**config.mk**
```make
export PLATFORM = sky130hd
export DESIGN_NAME = alu_muldiv
export DESIGN_NICKNAME = d
export VERILOG_FILES = /design/src/rtl/alu_muldiv.sv
export SDC_FILE = /design/constraint.sdc
export NUM_CORES = 1
export LEC_CHECK = 0
export BUFFER_PORTS_ARGS = -buffer_cell sky130_fd_sc_hd__buf_2
export CAP_MARGIN = 20
export CORE_MARGIN = 4
export CORE_UTILIZATION = 55
export CTS_CLUSTER_SIZE = 10
export DETAILED_ROUTE_END_ITERATION = 10
export GPL_TIMING_DRIVEN = 1
export HOLD_SLACK_MARGIN = 0.12
export PLACE_DENSITY = 0.83
export SLEW_MARGIN = 5
export SYNTH_ARGS = -nofsm -noshare
export SYNTH_HDL_FRONTEND = slang
export SYNTH_SLANG_ARGS = --single-unit
```
**constraint.sdc**
```tcl
create_clock -name clk -period 9 [get_ports clk]
set_input_delay 0.9 -clock clk [delete_from_list [all_inputs] [get_ports clk]]
set_output_delay 0.9 -clock clk [all_outputs]
set_load 0.1 [all_outputs]
```
**src/rtl/alu_muldiv.sv**
```systemverilog
// ---------------------------------------------------------------------------
// alu_muldiv
//   Sequential multiply/divide unit. One radix-2 step per clock on operand
//   magnitudes (shift-add multiply, restoring divide), followed by one cycle
//   of sign correction. Latency is fixed at WIDTH+1 cycles from the accepting
//   edge, independent of operand values.
//
// Parameters
//   WIDTH    operand/result width (>= 4)
//
// Ports
//   clk      clock, rising edge
//   reset    asynchronous active-high reset
//   Start    begin an operation (accepted only while idle)
//   Div      0 = multiply, 1 = divide
//   Sign     1 = two's complement operands, 0 = unsigned
//   A        multiplicand / dividend
//   B        multiplier / divisor
//   Busy     operation in progress
//   Done     one-cycle pulse: Hi/Lo/DivZero have just been written
//   Hi       product upper half / remainder
//   Lo       product lower half / quotient
//   DivZero  last completed divide had B = 0
// ---------------------------------------------------------------------------
module alu_muldiv #(
    parameter int WIDTH = 32
) (
    input  logic             clk,
    input  logic             reset,
    input  logic             Start,
    input  logic             Div,
    input  logic             Sign,
    input  logic [WIDTH-1:0] A,
    input  logic [WIDTH-1:0] B,
    output logic             Busy,
    output logic             Done,
    output logic [WIDTH-1:0] Hi,
    output logic [WIDTH-1:0] Lo,
    output logic             DivZero
);

    localparam int CNT_W = $clog2(WIDTH);

    typedef enum logic [1:0] {
        S_IDLE,
        S_CALC,
        S_FIX
    } state_t;

    state_t             r_state;
    state_t             w_next_state;
    logic               w_accept;
    logic               w_step;
    logic               w_fix;

    logic [CNT_W-1:0]   r_cnt;
    logic               r_div;
    logic               r_neg_a;     // A was negative (signed op only)
    logic               r_neg_b;     // B was negative (signed op only)
    logic [WIDTH-1:0]   r_a;         // raw dividend, returned on divide by zero
    logic [WIDTH-1:0]   r_bmag;      // |B|: addend for multiply, divisor for divide
    logic [WIDTH-1:0]   r_work_hi;   // partial product high / partial remainder
    logic [WIDTH-1:0]   r_work_lo;   // multiplier bits out / quotient bits in
    logic               r_done;
    logic [WIDTH-1:0]   r_res_hi;
    logic [WIDTH-1:0]   r_res_lo;
    logic               r_div_zero;

    logic [WIDTH-1:0]   w_a_mag;
    logic [WIDTH-1:0]   w_b_mag;
    logic [WIDTH:0]     w_mul_sum;
    logic [WIDTH:0]     w_div_shift;
    logic               w_div_ge;
    logic [WIDTH-1:0]   w_div_diff;
    logic [2*WIDTH-1:0] w_prod_mag;
    logic [2*WIDTH-1:0] w_prod_fix;

    // Magnitudes: -2^(WIDTH-1) negates to 2^(WIDTH-1), still representable unsigned.
    assign w_a_mag = (Sign && A[WIDTH-1]) ? -A : A;
    assign w_b_mag = (Sign && B[WIDTH-1]) ? -B : B;

    // Shift-add step: the carry out of the add becomes the new top bit.
    assign w_mul_sum = {1'b0, r_work_hi} + (r_work_lo[0] ? {1'b0, r_bmag} : '0);

    // Restoring step. The shifted remainder can need WIDTH+1 bits, but the
    // difference is below the divisor whenever it is kept, so WIDTH bits suffice.
    assign w_div_shift = {r_work_hi, r_work_lo[WIDTH-1]};
    assign w_div_ge    = (w_div_shift >= {1'b0, r_bmag});
    assign w_div_diff  = w_div_shift[WIDTH-1:0] - r_bmag;

    assign w_prod_mag = {r_work_hi, r_work_lo};
    assign w_prod_fix = (r_neg_a ^ r_neg_b) ? -w_prod_mag : w_prod_mag;

    // NOTE: sequential state is assigned with <= so every register samples
    // the pre-edge values, regardless of statement order.
    always_ff @(posedge clk or posedge reset) begin
        if (reset) begin
            r_state <= S_IDLE;
        end else begin
            r_state <= w_next_state;
        end
    end

    // NOTE: every output of this block gets a default first, so no path
    // leaves a signal unassigned and no latch is inferred.
    always_comb begin
        w_next_state = r_state;
        w_accept     = 1'b0;
        w_step       = 1'b0;
        w_fix        = 1'b0;
        case (r_state)
            S_IDLE: begin
                if (Start) begin
                    w_accept     = 1'b1;
                    w_next_state = S_CALC;
                end
            end
            S_CALC: begin
                w_step = 1'b1;
                if (r_cnt == '0) begin
                    w_next_state = S_FIX;
                end
            end
            S_FIX: begin
                w_fix        = 1'b1;
                w_next_state = S_IDLE;
            end
            default: w_next_state = S_IDLE;
        endcase
    end

    // NOTE: every datapath and result register is cleared by reset, so an
    // aborted operation leaves no stale operands or results behind.
    always_ff @(posedge clk or posedge reset) begin
        if (reset) begin
            r_cnt      <= '0;
            r_div      <= 1'b0;
            r_neg_a    <= 1'b0;
            r_neg_b    <= 1'b0;
            r_a        <= '0;
            r_bmag     <= '0;
            r_work_hi  <= '0;
            r_work_lo  <= '0;
            r_done     <= 1'b0;
            r_res_hi   <= '0;
            r_res_lo   <= '0;
            r_div_zero <= 1'b0;
        end else begin
            r_done <= w_fix;

            if (w_accept) begin
                r_cnt     <= CNT_W'(WIDTH - 1);
                r_div     <= Div;
                r_neg_a   <= Sign & A[WIDTH-1];
                r_neg_b   <= Sign & B[WIDTH-1];
                r_a       <= A;
                r_bmag    <= w_b_mag;
                r_work_hi <= '0;
                r_work_lo <= w_a_mag;
            end

            if (w_step) begin
                if (r_cnt != '0) begin
                    r_cnt <= r_cnt - 1'b1;
                end
                if (r_div) begin
                    r_work_hi <= w_div_ge ? w_div_diff : w_div_shift[WIDTH-1:0];
                    r_work_lo <= {r_work_lo[WIDTH-2:0], w_div_ge};
                end else begin
                    r_work_hi <= w_mul_sum[WIDTH:1];
                    r_work_lo <= {w_mul_sum[0], r_work_lo[WIDTH-1:1]};
                end
            end

            if (w_fix) begin
                if (r_div && (r_bmag == '0)) begin
                    r_res_hi   <= r_a;
                    r_res_lo   <= '1;
                    r_div_zero <= 1'b1;
                end else if (r_div) begin
                    // Remainder follows the dividend; quotient follows A xor B.
                    r_res_hi   <= r_neg_a ? -r_work_hi : r_work_hi;
                    r_res_lo   <= (r_neg_a ^ r_neg_b) ? -r_work_lo : r_work_lo;
                    r_div_zero <= 1'b0;
                end else begin
                    r_res_hi   <= w_prod_fix[2*WIDTH-1:WIDTH];
                    r_res_lo   <= w_prod_fix[WIDTH-1:0];
                    r_div_zero <= 1'b0;
                end
            end
        end
    end

    assign Busy    = (r_state != S_IDLE);
    assign Done    = r_done;
    assign Hi      = r_res_hi;
    assign Lo      = r_res_lo;
    assign DivZero = r_div_zero;

endmodule

```
Yosys cells after proc, flatten, opt, wreduce, memory -nomap -nowiden

Index checks and enable logic that the tools add are counted.

Register bits: 204
Input bits: 69
Output and inout bits: 67
Logic and storage cells: 67

$add $sub $neg: 8
Order comparisons: 1
Eq/ne operators: 4
Muxes and demuxes: 28
Bitwise gates (word level): 3
Reductions and logical operators: 10

Operator list:

| kind                  | count |
|---|---|
| $mux W32              | 16 |
| $neg A32 Y32          | 4 |
| $mux W64              | 1 |
| $neg A64 Y64          | 1 |
| $add A32 B32 Y33      | 1 |
| $ge A33 B32 Y1        | 1 |
| $logic_not A32 Y1     | 1 |
| $sub A32 B32 Y32      | 1 |
| $mux W5               | 3 |
| $logic_not A5 Y1      | 1 |
| $mux W1               | 5 |
| $reduce_bool A5 Y1    | 1 |
| $sub A5 B1 Y5 const B | 1 |
| $mux W2               | 2 |
| $ne A2 B2 Y1 const B  | 2 |
| $pmux W2 S2           | 1 |
| $reduce_bool A2 Y1    | 2 |
| $logic_and A1 B1 Y1   | 3 |
| $and A1 B1 Y1         | 2 |
| $eq A2 B1 Y1 const B  | 1 |
| $eq A2 B2 Y1 const B  | 1 |
| $logic_not A2 Y1      | 1 |
| $reduce_and A2 Y1     | 1 |
| $xor A1 B1 Y1         | 1 |

Logic depth before layout (Yosys ltp)

Depth after elaboration: 5
Depth in mapped cells: 14
Depth with buffers taken out: 13

Worst setup path before layout

OpenSTA, ideal clock, no wires.

Path kind: input -> register
From: input B[12]
To: register r_bmag[30]
Library setup time: 0.133 ns
Arrival: 3.014 ns
Data required time: 8.867 ns
Setup slack: 5.853 ns
Stages on the path: 9
Cell sequence: or4_1 nor4_2 nand2b_1 nor3_2 nand3b_1 or4_1 o21ai_0 xor2_1 o21ai_0

Cells in the longest elaborated chain, start to end: 2

Ends and longest elaborated chain:

| item                   | line | RTL |
|---|---|---|
| start: declaration     | 34   | `input logic [WIDTH-1:0] B,` |
| $neg A32 Y32           | 80   | `assign w_b_mag = (Sign && B[WIDTH-1]) ? -B : B;` |
| $mux W32               | 80   |  |
| end signal: assignment | 157  | `r_bmag <= w_b_mag;` |
| end: declaration       | 61   | `logic [WIDTH-1:0] r_bmag;` |

No other way between the ends.
A chain may end at the register's enable or synchronous reset.

Worst setup path after layout

From: register r_work_hi[6]
To: register r_work_hi[3]

Cells in the longest elaborated chain, start to end: 4

Ends and longest elaborated chain:

| item                     | line | RTL |
|---|---|---|
| start: declaration       | 62   | `logic [WIDTH-1:0] r_work_hi;` |
| start signal: assignment | 167  | `r_work_hi <= w_div_ge ? w_div_diff : w_div_shift[WIDTH-1:0];` |
| start signal: assignment | 170  | `r_work_hi <= w_mul_sum[WIDTH:1];` |
| $ge A33 B32 Y1           | 88   | `assign w_div_ge = (w_div_shift >= {1'b0, r_bmag});` |
| $mux W32                 | 167  |  |
| $mux W32                 | 166  | `if (r_div) begin` |
| $mux W32                 | 162  | `if (w_step) begin` |

No other way between the ends.

==> out/results.tsv <==
stage	metric	value	unit
power_and_ir_drop	p_leak	7.73	nW
critical_path	worstPathMaxFanout	28	
synthesis	ys_warn_count	0	
global_routing	grt_use_met1	0.426	
synthesis	syn-num-nets	2067	
synthesis	syn_inst	1927	
cts	path_clk_slew	60	ps
route	drtIter0Drc	1678	
sta	slew_headroom	0.249	
critical_path	crit_required	9410	ps
route	vias_per_cell	6.29	
cts	cts_tree	yes	
power_and_ir_drop	vdd_drop_max	0.000453	V
place	portBuffers	135	
die	die_w	175	um
die	rows	60	
synthesis	synth_edf_count	0	
synthesis	synth_top_cell_by_area	dfrtp_1	
synthesis	ys.flop_type	dfrtp_1	
finish	final_cells	2372	
die	io_pins	136	
run_status	outcome	finished, final reports clean	
place	place_congestion	0.967	
place	post-place-cells	2335	
global_routing	grt_util_all_layers	0.297	
cts	clock_latency	540	ps
synthesis	avgSynthCellArea	7.96	um2
synthesis	synth_area	0.0153	mm2
power_and_ir_drop	switching_share	0.526	
synthesis	ys_top_cells_by_area	dfrtp_1 33%, nand2_1 6.7%, o21ai_0 6.1%, ha_1 5.6%, a21oi_1 5.0%	
cts	clockBufferDepth	3	
cts	cts-resized-gates	0	
sta	period_needed	4070	ps
finish	nets	2131	
sta	tightest_slew	1130	ps
global_routing	grt_pass1_wl	74900	um
cts	clock-root-buffer	clkbuf_16	
synthesis	ys_types	72	
finish	diodes	0	
finish	final_common_cell	nand2_1	
global_routing	met3_usage	0.0519	
sta	fin_crit_sh	0.452	
route	ant_nets	0	
die	die-area	0.0306	mm2
power_and_ir_drop	p_comb_frac	0.644	
worst_hold_path	hp-class	primary input to async pin	
cts	hold_buffers	0	
synthesis	async_flop_share	1.00	
power_and_ir_drop	p_clk_frac	0.117	
finish	drive_above_1_share	0.108	
global_routing	grt_max_degree	90	
sta	fin_setup_tns	0	ps
global_routing	antenna_found_initial	0	
sta	setup_viol_count_final	0	
global_routing	grt_pass1_vias	14100	
finish	most-common-layout-cells	271 x nand2_1, 203 x dfrtp_1, 186 x o21ai_0, 169 x nor2_1, 152 x a21oi_1	
route	drtPass1Iterations	6	
cts	cts_sinks	204	
route	wl_per_cell	19.6	um
die	core	0.0272	mm2
finish	fill_cells	2425	
die	start_util	0.564	
sta	fmax	246	MHz
power_and_ir_drop	p_sw	4.09	mW
critical_path	cp-start-kind	flip-flop	
sta	hold_viol_final	0	
place	dp_hpwl	33500	um
route	route.detailed.drc	0	
power_and_ir_drop	pwr_density_cell	459	mW/mm2
power_and_ir_drop	p_int	3.68	mW
route	via_count	14900	
sta	finClkSkew	24.9	ps
flow_run	drv_cap	0	
sta	rsz0062_at_grt	no	
power_and_ir_drop	sequentialPowerShare	0.239	
cts	cts_buffers	25	
cts	post-cts-setup-buffers	0	
critical_path	path_class	flip-flop to flip-flop	
synthesis	netlist.area_leader.share	0.333	
sta	slew_viol_final	0	
global_routing	gr-usage-met2	0.456	
synthesis	ys_ff_latch	204	
global_routing	grt-busiest-layer	met2	
cts	cts.htree.levels	1	
finish	syn_to_final_growth	10.4	%
critical_path	cp.arrival	4480	ps
die	fp.dieH	175	um
global_routing	grt.overflow.total	0	
synthesis	ys_seq_area_frac	0.333	
critical_path	cp-end-kind	flip-flop	
route	wl	46400	um
-- layer usage --
layer,up-vias,part of all wire
met2,781,0.44
li1,6976,-
met4,0,0.039
met3,104,0.095
met5,-,0
met1,7056,0.43
-- cell usage after synthesis, drive strengths merged, types with 18 or more instances --
library cell,number
or3,18
nor2,171
inv,65
ha,69
nor4,20
a21oi,152
a31oi,23
o211ai,31
nand2,272
xor2,83
nand2b,30
nand3,35
a211oi,24
o21ai,188
mux2i,53
dfrtp,204
nor3,45
and3,18
o31ai,26
xnor2,86
a21o,26
clkbuf,101
-- worst paths after layout --
check	start	to	slack (ps)	cells past startpoint
worst max-delay path	r_work_hi[6]	r_work_hi[3]	4930	11
max in group asynchronous	reset	Lo[17]	6630	4
worst min-delay path	reset	r_work_hi[11]	430	2
worst max register to register	r_work_hi[6]	r_work_hi[3]	4930	11
worst min register to register	r_a[3]	r_a[3]	470	2
min in group clk	r_a[3]	r_a[3]	470	2
-- registers in the layout, summed over array words and instances, names as in the netlist --
signal     flops
Hi            32
Lo            32
r_a           32
r_bmag        32
r_work_hi     32
r_work_lo     32
r_cnt          5
r_state        2
DivZero        1
Done           1
r_div          1
r_neg_a        1
r_neg_b        1
-- final cells by class --
type	instances	area, um2	area share
multi-input combinational	1540	9560	0.565
sequential	204	5110	0.302
timing repair buffer	154	838	0.0495
clock buffer	33	686	0.0405
tap	372	465	0.0275
inverter	66	255	0.0151
clock inverter	3	18.8	0.00111
-- power groups by stage --
stage	logic, mW	clock network [mW]	registers, mW
after detailed placement	4.88	0	1.84
after global placement	4.78	0	1.83
after global routing	5.50	0.959	1.90
after CTS	4.92	0.916	1.83
after floorplan	3.47	0	2.07
final	5.01	0.906	1.86
-- cell families after synthesis --
group,count (synthesis),synth area share
adder cells (fa/ha/maj),71,0.0589
XOR/XNOR,169,0.0965
flip-flops,204,0.333
multiplexers,56,0.0368
AND/OR/NAND/NOR,674,0.202
buffers and inverters,183,0.0457
AO/OA/AOI/OAI,570,0.228
-- metrics by stage --
step           power [mW]  hold slack (ps)   util  setup slack, ps  cell area, um2
3_3_place_gp         6.61              452  0.596             4910           16200
6_report             7.77              430  0.623             4930           16900
2_1_floorplan        5.54              437      -             2530           15300
5_1_grt              8.36              492  0.623             4690           16900
4_1_cts              7.66              472  0.622             4780           16900
3_5_place_dp         6.72              457  0.596             4780           16200
-- worst max-delay path: stages, from the launching register on --
cell       delay (ps)
dfrtp_1           520
ha_1              470
o21ai_0           150
o21ai_0           160
o211ai_1          130
o2bb2ai_1         520
o31ai_1           310
o21bai_4          510
buf_4             500
mux2_2            390
a211oi_1          220
nor2_1             60
Power figures use the tool's default switching activity.
